--- src/rtl/tmds_pll_sequencer.sv ---
`default_nettype none
// tmds_pll_sequencer: PLL reset/lock sequencing, retry/fail handling and video mode select.
// Rev 1.0
module tmds_pll_sequencer #(
  parameter int NUM_MODES    = 4,
  parameter int DEFAULT_MODE = 0,
  parameter int RST_CYCLES   = 16,
  parameter int LOCK_STABLE  = 1024,
  parameter int LOCK_TIMEOUT = 65536,
  parameter int MAX_RETRY    = 3,
  parameter int CNT_W        = 8,
  localparam int MODE_W      = $clog2(NUM_MODES)
) (
  input  logic              clk,
  input  logic              rst_n,
  input  logic              pll_lock,
  input  logic              req_valid,
  input  logic [MODE_W-1:0] req_mode,
  output logic              req_ready,
  output logic [MODE_W-1:0] mode_sel,
  output logic              mode_err,
  output logic              pll_reset,
  output logic              pll_pwd,
  output logic              video_rst_n,
  output logic              ready,
  output logic              fail,
  output logic [3:0]        retry_cnt,
  output logic [CNT_W-1:0]  lock_loss_cnt
);

  localparam int RW = $clog2(RST_CYCLES);
  localparam int SW = $clog2(LOCK_STABLE + 1);
  localparam int TW = $clog2(LOCK_TIMEOUT + 1);

  localparam logic [RW-1:0]     RST_LAST    = RW'(RST_CYCLES - 1);
  localparam logic [SW-1:0]     STABLE_END  = SW'(LOCK_STABLE);
  localparam logic [TW-1:0]     TIMEOUT_END = TW'(LOCK_TIMEOUT);
  localparam logic [3:0]        RETRY_LAST  = 4'(MAX_RETRY);
  localparam logic [MODE_W-1:0] MODE_INIT   = MODE_W'(DEFAULT_MODE);

  typedef enum logic [1:0] {
    S_RESET     = 2'd0,
    S_WAIT_LOCK = 2'd1,
    S_RUN       = 2'd2,
    S_FAIL      = 2'd3
  } state_t;

  state_t         state;
  logic           lock_m;
  logic           lock_s;
  logic           dip;
  logic [RW-1:0]  rst_cnt;
  logic [SW-1:0]  stable_cnt;
  logic [TW-1:0]  timeout_cnt;

  logic mode_ok;
  logic accept;
  logic take;
  logic loss;
  logic stable_done;
  logic timeout_done;
  logic retry_now;
  logic fail_now;
  logic restart;

  // Range check collapses to a constant when every encoding is a legal mode.
  if (NUM_MODES == (1 << MODE_W)) begin : g_full_range
    assign mode_ok = 1'b1;
  end else begin : g_part_range
    assign mode_ok = (req_mode < MODE_W'(NUM_MODES));
  end

  always_comb begin
    accept       = req_valid && req_ready;
    take         = accept && mode_ok;
    loss         = (state == S_RUN) && !lock_s && dip;
    stable_done  = (state == S_WAIT_LOCK) && (stable_cnt == STABLE_END);
    timeout_done = (state == S_WAIT_LOCK) && !stable_done && (timeout_cnt == TIMEOUT_END);
    retry_now    = timeout_done && (retry_cnt != RETRY_LAST);
    fail_now     = timeout_done && (retry_cnt == RETRY_LAST);
    restart      = take || loss || retry_now;
  end

  // Counters are compared as registered values, so ready rises on the
  // (RST_CYCLES + 1 + LOCK_STABLE)-th edge after reset release when lock is
  // already high; the synchroniser latency is hidden under the reset pulse.
  always_ff @(posedge clk) begin
    if (!rst_n) begin
      state         <= S_RESET;
      lock_m        <= 1'b0;
      lock_s        <= 1'b0;
      dip           <= 1'b0;
      rst_cnt       <= '0;
      stable_cnt    <= '0;
      timeout_cnt   <= '0;
      req_ready     <= 1'b0;
      mode_sel      <= MODE_INIT;
      mode_err      <= 1'b0;
      pll_reset     <= 1'b1;
      pll_pwd       <= 1'b0;
      video_rst_n   <= 1'b0;
      ready         <= 1'b0;
      fail          <= 1'b0;
      retry_cnt     <= 4'd0;
      lock_loss_cnt <= '0;
    end else begin
      lock_m   <= pll_lock;
      lock_s   <= lock_m;
      mode_err <= accept && !mode_ok;

      if (loss && (lock_loss_cnt != {CNT_W{1'b1}})) begin
        lock_loss_cnt <= lock_loss_cnt + 1'b1;
      end

      if (restart) begin
        state       <= S_RESET;
        rst_cnt     <= '0;
        dip         <= 1'b0;
        pll_reset   <= 1'b1;
        pll_pwd     <= 1'b0;
        ready       <= 1'b0;
        video_rst_n <= 1'b0;
        fail        <= 1'b0;
        req_ready   <= 1'b0;
        retry_cnt   <= retry_now ? retry_cnt + 4'd1 : 4'd0;
        if (take) begin
          mode_sel <= req_mode;
        end
      end else begin
        case (state)
          S_RESET: begin
            if (rst_cnt == RST_LAST) begin
              state       <= S_WAIT_LOCK;
              pll_reset   <= 1'b0;
              stable_cnt  <= '0;
              timeout_cnt <= '0;
            end else begin
              rst_cnt <= rst_cnt + 1'b1;
            end
          end
          S_WAIT_LOCK: begin
            if (stable_done) begin
              state       <= S_RUN;
              ready       <= 1'b1;
              video_rst_n <= 1'b1;
              req_ready   <= 1'b1;
              dip         <= 1'b0;
            end else if (fail_now) begin
              state     <= S_FAIL;
              fail      <= 1'b1;
              pll_pwd   <= 1'b1;
              req_ready <= 1'b1;
            end else begin
              timeout_cnt <= timeout_cnt + 1'b1;
              stable_cnt  <= lock_s ? stable_cnt + 1'b1 : '0;
            end
          end
          S_RUN: begin
            dip <= !lock_s;
          end
          S_FAIL: begin
            state <= S_FAIL;
          end
          default: begin
            state <= S_RESET;
          end
        endcase
      end
    end
  end

endmodule
`default_nettype wire

--- config.mk ---
export PLATFORM = sky130hd
export DESIGN_NAME = tmds_pll_sequencer
export DESIGN_NICKNAME = d
export VERILOG_FILES = /design/src/rtl/tmds_pll_sequencer.sv
export SDC_FILE = /design/constraint.sdc
export NUM_CORES = 1
export LEC_CHECK = 0
export CAP_MARGIN = 20
export CORE_MARGIN = 2
export CORE_UTILIZATION = 25
export CTS_BUF_LIST = sky130_fd_sc_hd__clkbuf_8
export DETAILED_ROUTE_END_ITERATION = 7
export GPL_TIMING_DRIVEN = 0
export PLACE_DENSITY = 0.53
export SYNTH_ARGS = -nofsm -noshare
export SYNTH_HDL_FRONTEND = slang
export SYNTH_SLANG_ARGS = --single-unit
--- constraint.sdc ---
create_clock -name clk -period 1.9 [get_ports clk]
set_input_delay 0.38 -clock clk [delete_from_list [all_inputs] [get_ports clk]]
set_output_delay 0.38 -clock clk [all_outputs]
set_load 0.005 [all_outputs]
==> out/results.md, run 1 <==
| Item | Reported |
|---|---|
| Result of the run | finished, violations left |
| Violations in the final reports | setup timing |
| Total global-route track usage | 0.121 |
| Highest routed metal layer | met4 |
| Delay of the slowest critical-path stage | 410 ps |
| Final Hold Viols | 0 |
| Int Pwr | 1.45 mW |
| Sequential element share of the synthesized area | 0.375 |
| H-tree lvl count | 2 |
| Net count reported at finish | 409 |
| Setup violators final | 9 |
| First-pass GRT wire length | 12900 um |
| Count of warnings emitted by yosys | 0 |
| Clock share of power | 0.349 |
| Routability-driven placement congestion ratio | 0.800 |
| Layout cell share with drive strength beyond 1 | 0.307 |
| Final Skew | 6.66 ps |
| Total placed instance area | 3360 sq um |
| Worst-path cell with the longest stage delay | sky130_fd_sc_hd__or3_4 |
| Maximum VDD drop | 303 uV |
| Final design instance area without fill | 4080 sq um |
| Post-DP HPWL | 5100 um |
| Top cell type's share of synthesized area | 0.375 |
| Final Util | 0.358 |
| CP Launch Type | register |
| Starting Density | 0.257 |
| Setup repair after global routing missed its margin | yes |
| DRC violation count after routing | 0 |
| Y dimension of the die | 112 um |
| Via count of the first global-routing pass | 2661 |
| Wirelength per Cell | 15.1 um |
| Biggest area contributors in the synthesized netlist | sky130_fd_sc_hd__dfxtp_1, sky130_fd_sc_hd__nand2_1, sky130_fd_sc_hd__nor2_1 |
| Total Die Area | 12600 sq um |
| Commonest non-fill, non-tap cells in the layout | sky130_fd_sc_hd__dfxtp_1, sky130_fd_sc_hd__nand2_1, sky130_fd_sc_hd__nor2_1 |
| Combinational fraction of design power | 0.046 |
| Number of clock sinks | 55 |
| Max-slew headroom | 0.587 |
| Mean instance size in the synthesized netlist | 8.66 sq um |
| Max-cap check violation count | 0 |
| Width of the die | 112 um |
| WP data arrival | 2150 ps |
| Initial antenna violation count | 0 |
| Actual transition at the worst max-transition pin | 615 ps |
| Clk_lat worst skew | 320 ps |
| Number of iterations in the first detailed-routing pass | 4 |
| Met2 WL post-DR | 3960 um |
| Sum of met3 wire segment lengths after detailed routing | 324 um |
| Max-slew violation total from the final report | 0 |
| Final worst path period share | 1.02 |
| Yosys cell types | 68 |
| Number of synthesized flops with an enable pin | 0 |
| Post-Route M1 WL | 3810 um |
| Inserted Clock Buffers | 5 |
| Clock tree root buffer cell | sky130_fd_sc_hd__clkbuf_8 |
| Cell Rows | 39 |
| Flip-flop cell with the highest count after synthesis | sky130_fd_sc_hd__dfxtp_1 |
| Buffers from clock root to sink, at most | 2 |
| Total of buffers placed on input and output ports | 24 |
| Critical Path RT | 2110 ps |
| Maximum clock frequency | 515 MHz |
| Floorplan core area | 11400 sq um |
| Total congestion overflow after global routing | 0 |
| Leakage component of the power | 1.41 nW |
| Number of DRC markers in iteration 0 | 134 |
| Io pins | 27 |
| Flop pwr share | 0.605 |
| Cell type with the largest total area after synthesis | sky130_fd_sc_hd__dfxtp_1 |
| Mapped cell area | 2930 sq um |
| ANT cells | 0 |
| Dpl ws | -577 ps |
| Most common cell after layout, fill and taps aside | sky130_fd_sc_hd__dfxtp_1 |
| CP cell instances | ha_4 -> a311oi_4 -> or3_4 -> a21o_4 -> buf_12 -> o311ai_4 -> o41ai_2 |
| Routed Antenna Nets | 0 |
| Detailed-route wire length | 8170 um |
| Power density over cell area | 474 nW/um^2 |
| Routed via count | 2781 |
| CP Max Fanout | 6 |
| Type of the worst min-delay path | reg -> reg |
| Crit Path Class | reg -> reg |
| Layout-stage area growth over the synthesis result | 39.1% |
| Switch share | 0.252 |
| Register bit count reported by yosys | 55 |
| Net switching component of the power | 0.488 mW |
| Period minus WS final | 1940 ps |
| Number of hold-repair buffers added at the cts stage | 0 |
| Net count after synthesis | 352 |
| Fraction of registers with async set/reset | 0 |
| Maximum number of pins on one net before global-route repair | 17 |
| Clock tree from TritonCTS | built |
| Cell count after synthesis | 339 |
| Post-CTS clock slew at the launch and capture registers of the worst setup and hold paths | 110 ps |
| Detail-routed via count per cell | 5.15 |
| Crit path setup slack, layout | -41.6 ps |
| Critical Path Sink Type | register |
==> cells by family (layout without fill, tap and decap cells) <==
kind of cell / after synthesis / in the layout / share of synthesized area
AND/OR/NAND/NOR: 149 / 149 / 0.269
AO/OA/AOI/OAI: 83 / 83 / 0.215
flip-flops: 55 / 55 / 0.375
buffers and inverters: 30 / 88 / 0.0665
XOR/XNOR: 9 / 9 / 0.0269
adder cells (fa/ha/maj): 7 / 7 / 0.0298
multiplexers: 5 / 5 / 0.0171
other: 1 / 1 / 0.00128
==> per-layer routing <==
metal  GRT usage  vias to the layer above
li1            -                     1370
met5           0                        -
met3      0.0194                        6
met4      0.0236                        0
met2       0.205                       60
met1       0.165                     1345
==> synth_stat cells (2+ instances only) <==
cell type,number
sky130_fd_sc_hd__a211oi_1,3
sky130_fd_sc_hd__a21o_1,2
sky130_fd_sc_hd__a21oi_1,13
sky130_fd_sc_hd__a31oi_1,13
sky130_fd_sc_hd__a41oi_1,2
sky130_fd_sc_hd__and2_1,4
sky130_fd_sc_hd__and3_1,10
sky130_fd_sc_hd__and4_1,2
sky130_fd_sc_hd__buf_4,6
sky130_fd_sc_hd__buf_6,4
sky130_fd_sc_hd__clkbuf_1,5
sky130_fd_sc_hd__dfxtp_1,55
sky130_fd_sc_hd__ha_1,7
sky130_fd_sc_hd__inv_1,10
sky130_fd_sc_hd__mux2i_1,5
sky130_fd_sc_hd__nand2_1,35
sky130_fd_sc_hd__nand3_1,14
sky130_fd_sc_hd__nand3b_1,2
sky130_fd_sc_hd__nand4_1,18
sky130_fd_sc_hd__nor2_1,34
sky130_fd_sc_hd__nor3_1,9
sky130_fd_sc_hd__nor4_1,5
sky130_fd_sc_hd__nor4bb_1,2
sky130_fd_sc_hd__o21a_1,4
sky130_fd_sc_hd__o21ai_0,12
sky130_fd_sc_hd__o21ai_1,6
sky130_fd_sc_hd__o311ai_1,9
sky130_fd_sc_hd__xnor2_1,6
sky130_fd_sc_hd__xor2_1,3
==> flip-flops by register name, summed over array words and instances, names as in the netlist <==
name / flops
mode_sel: 2
fail: 1
lock_m: 1
stable_cnt: 11
ready: 1
pll_reset: 1
retry_cnt: 4
state: 2
dip: 1
lock_s: 1
req_ready: 1
lock_loss_cnt: 8
rst_cnt: 4
timeout_cnt: 17
==> final cells by class <==
class / count / area (sq um)
fill: 1187 / 7340
multi-input combinational: 254 / 1960
sequential: 55 / 1130
timing repair buffer: 51 / 503
tap: 143 / 179
buffer: 18 / 176
clock buffer: 5 / 68.8
inverter: 11 / 43.8
clock inverter: 3 / 16.3
==> metrics by stage <==
stage,power [mW],std cells,setup TNS (ps),hold slack (ps)
finish,1.94,540,-203,443
global route,2.01,540,-1490,480
CTS,1.94,526,-26.6,448
detailed placement,1.27,506,-13260,422
global placement,1.27,506,-12390,417
floorplan,1.24,339,0,412
==> power by group through the flow <==
stage	registers (mW)	logic [mW]	clock network (mW)
finish	1.17	0.0886	0.676
global route	1.17	0.0968	0.735
CTS	1.17	0.0749	0.689
detailed placement	1.20	0.0697	0
global placement	1.20	0.0676	0
floorplan	1.20	0.0442	0
==> worst paths after layout <==
path / from / endpoint / slack (ps) / depth (start not counted)
worst max register to register: rst_cnt[1] / timeout_cnt[9] / -40 / 7
worst max-delay path: rst_cnt[1] / timeout_cnt[9] / -40 / 7
worst min register to register: lock_m / lock_s / 440 / 1
worst min-delay path: lock_m / lock_s / 440 / 1
==> what timing repair did <==
action | in CTS | in global routing
pin swaps | 4 | 22
buffers inserted | 11 | 11
setup endpoints to repair | 43 | 43
gates cloned | 1 | 4
resized for setup | 36 | 68
==> critical path: cells and delay by family, from the launching register on <==
family	cells	cell delay, ps
AO/OA/AOI/OAI	4	730
buffers and inverters	1	150
adder cells (fa/ha/maj)	1	150
flip-flops	1	380
AND/OR/NAND/NOR	1	410
Note: power is estimated with default switching activity, not from simulation.
==> run 2, diff against run 1 <==
CORE_MARGIN = unset   (was 2)
PLACE_DENSITY = 0.51   (was 0.53)
SETUP_SLACK_MARGIN = 0.1   (was unset)
clock period = 2 ns   (was 1.9 ns; I/O delays follow)
==> run 2 against run 1 <==
Compared with the run above: the flow now finishes without violations; critical path depth is 2 higher; final area decreased by 0.52%; first-iteration DRC count is 13% lower; worst setup slack better by 110 ps; maximum frequency grew 0.27%; worst hold slack improved by 11 ps; final cell count decreased by 0.37%; utilization decreased by 0.19 points; clock power fell by 5.8%; global-route usage rose by 1.4 points; largest power group unchanged.
==> out/results.md, run 2 (synthesis results as in run 1) <==
| Item | Reported | Delta |
|---|---|---|
| Crit path setup slack, layout | 63.6 ps | +105 ps |
| Layout-stage area growth over the synthesis result | 38.4% |  |
| WP buf/inv | 3 | +2 |
| Type of the worst min-delay path | reg -> reg |  |
| Maximum clock frequency | 516 MHz | +0.27% |
| Total of buffers placed on input and output ports | 24 | unchanged |
| Worst flop-to-flop path endpoint | stable_cnt[2] |  |
| Final worst path period share | 0.968 | -0.0537 |
| Number of iterations in the first detailed-routing pass | 4 | unchanged |
| First-pass GRT wire length | 13000 um | +0.53% |
| Floorplan core area | 11400 sq um | unchanged |
| Detailed-route wire length | 8020 um | -1.9% |
| Critical Path RT | 2210 ps | +100 ps |
| DRC violation count after routing | 0 | unchanged |
| Commonest non-fill, non-tap cells in the layout | sky130_fd_sc_hd__dfxtp_1, sky130_fd_sc_hd__nand2_1, sky130_fd_sc_hd__nor2_1 |  |
| Final Skew | 7.41 ps | +0.752 ps |
| CP Launch Type | register |  |
| Net count reported at finish | 407 | -0.49% |
| Layout cell share with drive strength beyond 1 | 0.291 | -0.0162 |
| Power density over cell area | 450 nW/um^2 | -5.0% |
| Most common cell after layout, fill and taps aside | sky130_fd_sc_hd__dfxtp_1 |  |
| Final design instance area without fill | 4060 sq um | -0.52% |
| Clock tree from TritonCTS | built |  |
| Crit Path Class | reg -> reg |  |
| Max-cap check violation count | 0 | unchanged |
| Buffers from clock root to sink, at most | 2 | unchanged |
| Y dimension of the die | 110 um | -1.8% |
| Worst r2r src | timeout_cnt[1] |  |
| Total negative slack for setup checks | 0 ps | +203 ps |
| Worst-path cell with the longest stage delay | sky130_fd_sc_hd__dfxtp_4 |  |
| Total global-route track usage | 0.135 | +0.0137 |
| Starting Density | 0.257 | unchanged |
| Number of DRC markers in iteration 0 | 116 | -13% |
| Number of hold-repair buffers added at the cts stage | 0 | unchanged |
| Flip-flop count of the largest register after layout | 17 | unchanged |
| Clk_lat worst skew | 320 ps | about the same |
| Category of cells accounting for the largest share of critical-path delay | simple AND/OR/NAND/NOR gates |  |
| Dpl ws | -486 ps | +91.2 ps |
| Origin of the worst setup path | timeout_cnt[1] |  |
| Max-slew headroom | 0.586 | -0.00107 |
| Max-slew violation total from the final report | 0 | unchanged |
| Setup violators final | 0 | -9 |
| Leakage component of the power | 1.41 nW | +0.47% |
| Maximum number of pins on one net before global-route repair | 18 | +1 |
| Delay of the slowest critical-path stage | 400 ps | about the same |
| Total congestion overflow after global routing | 0 | unchanged |
| Post-CTS clock slew at the launch and capture registers of the worst setup and hold paths | 110 ps | about the same |
| Post-DP HPWL | 5040 um | -1.0% |
| CP cell instances | inv_4 -> ha_4 -> nor4bb_4 -> and3_4 -> and3_4 -> buf_12 -> buf_12 -> o311ai_4 -> o41ai_2 |  |
| Detail-routed via count per cell | 5.12 | -0.57% |
| Inserted Clock Buffers | 5 | unchanged |
| Period minus WS final | 1940 ps | -5.15 ps |
| Actual transition at the worst max-transition pin | 617 ps | +1.59 ps |
| Clock tree root buffer cell | sky130_fd_sc_hd__clkbuf_8 |  |
| Initial antenna violation count | 0 | unchanged |
| Routability-driven placement congestion ratio | 0.782 | -2.2% |
| Result of the run | finished clean |  |
| Via count of the first global-routing pass | 2642 | -0.71% |
| Number of inserted filler cells in the final layout | 1182 | -0.42% |
| Width of the die | 110 um | -1.8% |
| Final Hold Viols | 0 | unchanged |
| Number of clock sinks | 55 | unchanged |
| Final cell count without fillers | 538 | -0.37% |
| Critical Path Sink | stable_cnt[2] |  |
| Setup repair after global routing missed its margin | yes |  |
| Cell depth of the worst flop-to-flop path | 9 | +2 |
| WP data arrival | 2140 ps | about the same |
| Total Die Area | 12200 sq um | -3.5% |
| Routed via count | 2755 | -0.93% |
| Cell count along the critical path | 9 | +2 |
| Final Util | 0.356 | -0.00186 |
| CP Max Fanout | 7 | +1 |
| ANT cells | 0 | unchanged |
| Reg2Reg Setup Slack | 60 ps | +110 ps |
| Wirelength per Cell | 14.9 um | -1.5% |
| Total placed instance area | 3360 sq um | unchanged |
| Reg with most FFs | timeout_cnt |  |
| Maximum VDD drop | 258 uV | -15% |
| Cell Rows | 39 | unchanged |
| Min-delay src | pll_reset |  |
| Routed Antenna Nets | 0 | unchanged |
| H-tree lvl count | 2 | unchanged |
| Placed cell count | 506 | unchanged |
| Critical Path Sink Type | register |  |
| Io pins | 27 | unchanged |
| Biggest registers after layout | timeout_cnt: 17 flops, stable_cnt: 11 flops, lock_loss_cnt: 8 flops |  |
## run 2: worst register-to-register path, stage by stage (launching register included)
cell	delay, ps
sky130_fd_sc_hd__dfxtp_4	400
sky130_fd_sc_hd__inv_4	40
sky130_fd_sc_hd__ha_4	150
sky130_fd_sc_hd__nor4bb_4	150
sky130_fd_sc_hd__and3_4	210
sky130_fd_sc_hd__and3_4	190
sky130_fd_sc_hd__buf_12	140
sky130_fd_sc_hd__buf_12	140
sky130_fd_sc_hd__o311ai_4	290
sky130_fd_sc_hd__o41ai_2	110
## run 2: per-stage QoR
step,hold WS (ps),power (mW)
after floorplan,412,1.18
after global placement,419,1.20
after detailed placement,429,1.21
after CTS,457,1.85
after global routing,485,1.91
final,453,1.83
## run 2: area by class of cell
class,count,area [sq um],area share
Multi-Input combinational cell,254,1920,0.474
Buffer,19,186,0.0459
Clock inverter,3,20.0,0.00493
Timing Repair Buffer,48,515,0.127
Sequential cell,55,1120,0.276
Tap cell,143,179,0.0441
Clock buffer,5,68.8,0.0169
Inverter,11,45.0,0.0111
## run 2: where the power goes
group          leakage, nW  internal [mW]  total [mW]  switching (mW)
clock network       0.0402          0.245       0.637           0.392
registers            0.449           1.10        1.11          0.0129
logic                0.923         0.0306      0.0780          0.0474
## run 2: layer usage
metal | part of all wire | up-vias | track usage
met5 | 0 | - | 0
met4 | 0.012 | 0 | 0.0367
li1 | - | 1368 | -
met1 | 0.48 | 1314 | 0.182
met2 | 0.47 | 63 | 0.222
met3 | 0.036 | 10 | 0.0206
## run 2: how the worst min path moves through the flow
stage / endpoint / cells after the start / slack [ps]
2_1_floorplan: lock_s / 1 / 410
3_3_place_gp: lock_s / 1 / 420
3_5_place_dp: lock_s / 1 / 430
4_1_cts: lock_s / 1 / 460
5_1_grt: mode_sel[0] / 2 / 480
6_report: pll_reset / 2 / 450
## run 2: timing repair
item                       in CTS  in global routing
setup endpoints to repair      43                 43
setup buffers                  10                  9
gates resized for setup        39                 54
pin swaps                       8                 19
gates cloned                    1                  4
==> run 3, diff against run 2 <==
PLACE_DENSITY = 0.48   (was 0.51)
==> run 3 against run 2 <==
Compared with the run above: via count increased by 1.6%; utilization increased by 0.94 points; die area unchanged; sequential share of layout area decreased by 0.62 points; global-route usage increased by 0.33 points; non-clock buffer count increased by 8; register-to-register slack about the same; combinational power increased by 8.5%; power increased by 9.6%; flip-flop and latch count unchanged; critical endpoint is now rst_cnt[3].
==> out/results.md, run 3 (synthesis results as in run 1) <==
| Item | Reported | Delta |
|---|---|---|
| Sequential cell area | 1130 sq um | +0.33% |
| Number of inserted filler cells in the final layout | 1168 | -1.2% |
| Worst flop-to-flop path endpoint | rst_cnt[3] |  |
| Crit Path Class | reg -> reg |  |
| Max-cap check violation count | 0 | unchanged |
| Maximum number of pins on one net before global-route repair | 17 | -1 |
| Clock tree root buffer cell | sky130_fd_sc_hd__clkbuf_8 |  |
| Detailed-route wire length | 8130 um | +1.4% |
| Number of DRC markers in iteration 0 | 152 | +31% |
| ANT cells | 0 | unchanged |
| Layout-stage area growth over the synthesis result | 42.1% |  |
| Clk_lat worst skew | 320 ps | about the same |
| Worst r2r src | timeout_cnt[3] |  |
| Commonest non-fill, non-tap cells in the layout | sky130_fd_sc_hd__dfxtp_1, sky130_fd_sc_hd__nand2_1, sky130_fd_sc_hd__buf_4 |  |
| Detail-routed via count per cell | 5.12 | about the same |
| End of the worst hold path | mode_sel[0] |  |
| Power density over cell area | 481 nW/um^2 | +6.8% |
| Number of hold-repair buffers added at the cts stage | 0 | unchanged |
| GR Layer Usage met2 | 0.222 | unchanged |
| Leakage component of the power | 1.47 nW | +4.2% |
| Biggest registers after layout | timeout_cnt: 17 flops, stable_cnt: 11 flops, lock_loss_cnt: 8 flops |  |
| Period minus WS final | 1940 ps | +1.29 ps |
| Max-slew violation total from the final report | 0 | unchanged |
| Met3 track demand over resource | 0.0276 | +0.00705 |
| Cell Rows | 39 | unchanged |
| Hold path cells | 4 | +2 |
| Actual transition at the worst max-transition pin | 675 ps | +58.3 ps |
| Flip-flop count of the largest register after layout | 17 | unchanged |
| Net count reported at finish | 415 | +2.0% |
| Critical Path RT | 2210 ps | about the same |
| Min-delay src | req_valid |  |
| Setup repair after global routing missed its margin | yes |  |
| Total placed instance area | 3360 sq um | unchanged |
| Via count of the first global-routing pass | 2709 | +2.5% |
| DRC violation count after routing | 0 | unchanged |
| Critical Path Sink Type | register |  |
| Routed via count | 2798 | +1.6% |
| Floorplan core area | 11400 sq um | unchanged |
| Total Die Area | 12200 sq um | unchanged |
| Width of the die | 110 um | unchanged |
| Routed Antenna Nets | 0 | unchanged |
| Combined area of the multi-input logic cells | 1950 sq um | +1.4% |
| Post-DP HPWL | 5180 um | +2.7% |
| Final design instance area without fill | 4170 sq um | +2.6% |
| WP data arrival | 2150 ps | about the same |
| Setup violators final | 0 | unchanged |
| Y dimension of the die | 110 um | unchanged |
| Final Hold Viols | 0 | unchanged |
| Total global-route track usage | 0.138 | +0.00326 |
| Wirelength per Cell | 14.9 um | about the same |
| Final Skew | 17.7 ps | +10.3 ps |
| Most common cell after layout, fill and taps aside | sky130_fd_sc_hd__dfxtp_1 |  |
| Cell depth of the worst flop-to-flop path | 7 | -2 |
| Type of the worst min-delay path | in -> reg |  |
| Reg2Reg Setup Slack | 60 ps | about the same |
| Io pins | 27 | unchanged |
| Max-slew headroom | 0.547 | -0.0392 |
| H-tree lvl count | 2 | unchanged |
| Layout cell share with drive strength beyond 1 | 0.305 | +0.0141 |
| First-pass GRT wire length | 13100 um | +0.90% |
| Starting Density | 0.257 | unchanged |
| Post-CTS clock slew at the launch and capture registers of the worst setup and hold paths | 110 ps | about the same |
| Total of buffers placed on input and output ports | 24 | unchanged |
| Crit path setup slack, layout | 62.3 ps | -1.29 ps |
| Maximum clock frequency | 516 MHz | about the same |
| Total congestion overflow after global routing | 0 | unchanged |
| Result of the run | finished clean |  |
| Total negative slack for setup checks | 0 ps | unchanged |
| Inserted Clock Buffers | 5 | unchanged |
| CP Max Fanout | 7 | unchanged |
| Initial antenna violation count | 0 | unchanged |
| Number of iterations in the first detailed-routing pass | 4 | unchanged |
| Global-route track usage on met1 | 0.181 | -0.00111 |
| Number of clock sinks | 55 | unchanged |
| Final worst path period share | 0.969 | about the same |
| Clock tree from TritonCTS | built |  |
| Dpl ws | -511 ps | -24.8 ps |
| Layer with the highest usage | met2 |  |
| Maximum VDD drop | 283 uV | +9.6% |
| Reg with most FFs | timeout_cnt |  |
| Buffers from clock root to sink, at most | 2 | unchanged |
| CP Launch Type | register |  |
| Routability-driven placement congestion ratio | 0.794 | +1.4% |
## run 3: layer usage
layer  routed length (um)  vias to the layer above
li1                     -                     1382
met1                 3900                     1355
met2                 3900                       51
met3                  236                       10
met4                  101                        0
met5                    0                        -
## run 3: layout make-up
class / count / area share
buffer: 19 / 0.0471
clock inverter: 2 / 0.00840
tap: 143 / 0.0429
clock buffer: 6 / 0.0198
timing repair buffer: 56 / 0.134
sequential: 55 / 0.270
inverter: 11 / 0.00990
multi-input combinational: 254 / 0.468
## run 3: worst max path at each step
stage / startpoint / end / slack [ps] / cells past startpoint
floorplan: rst_cnt[0] / stable_cnt[2] / 100 / 7
global placement: req_valid / timeout_cnt[14] / -480 / 6
detailed placement: req_valid / timeout_cnt[14] / -510 / 6
CTS: timeout_cnt[1] / timeout_cnt[14] / 70 / 8
global route: timeout_cnt[3] / retry_cnt[0] / 20 / 7
finish: timeout_cnt[3] / rst_cnt[3] / 60 / 7
## run 3: timing repair
action,4_1_cts,5_1_grt
gates cloned,1,4
endpoints found under the setup margin,43,42
gates resized for setup,40,57
setup buffers,13,14
pin swaps,2,24
## run 3: where the power goes
group          internal (mW)  total, mW  leakage, nW  switching [mW]
logic                 0.0345     0.0846        0.959          0.0502
clock network          0.407      0.807       0.0612           0.400
registers               1.10       1.11        0.450          0.0129
total                   1.54       2.00         1.47           0.463
## run 3: per-stage QoR
stage | utilization | power (mW) | hold WS (ps) | cells
final | 0.365 | 2.00 | 425 | 546
after global routing | 0.365 | 2.08 | 439 | 546
after CTS | 0.328 | 2.01 | 452 | 528
after detailed placement | 0.294 | 1.21 | 427 | 506
after global placement | 0.294 | 1.20 | 420 | 506
after floorplan | - | 1.18 | 412 | 339
## run 3: worst max-delay path: stages (launching register included)
cell                      delay, ps
sky130_fd_sc_hd__dfxtp_4        360
sky130_fd_sc_hd__or4_4          550
sky130_fd_sc_hd__nor2_4         170
sky130_fd_sc_hd__and3_4         220
sky130_fd_sc_hd__buf_12         140
sky130_fd_sc_hd__a21o_1         160
sky130_fd_sc_hd__buf_2          160
sky130_fd_sc_hd__nor2_1          60
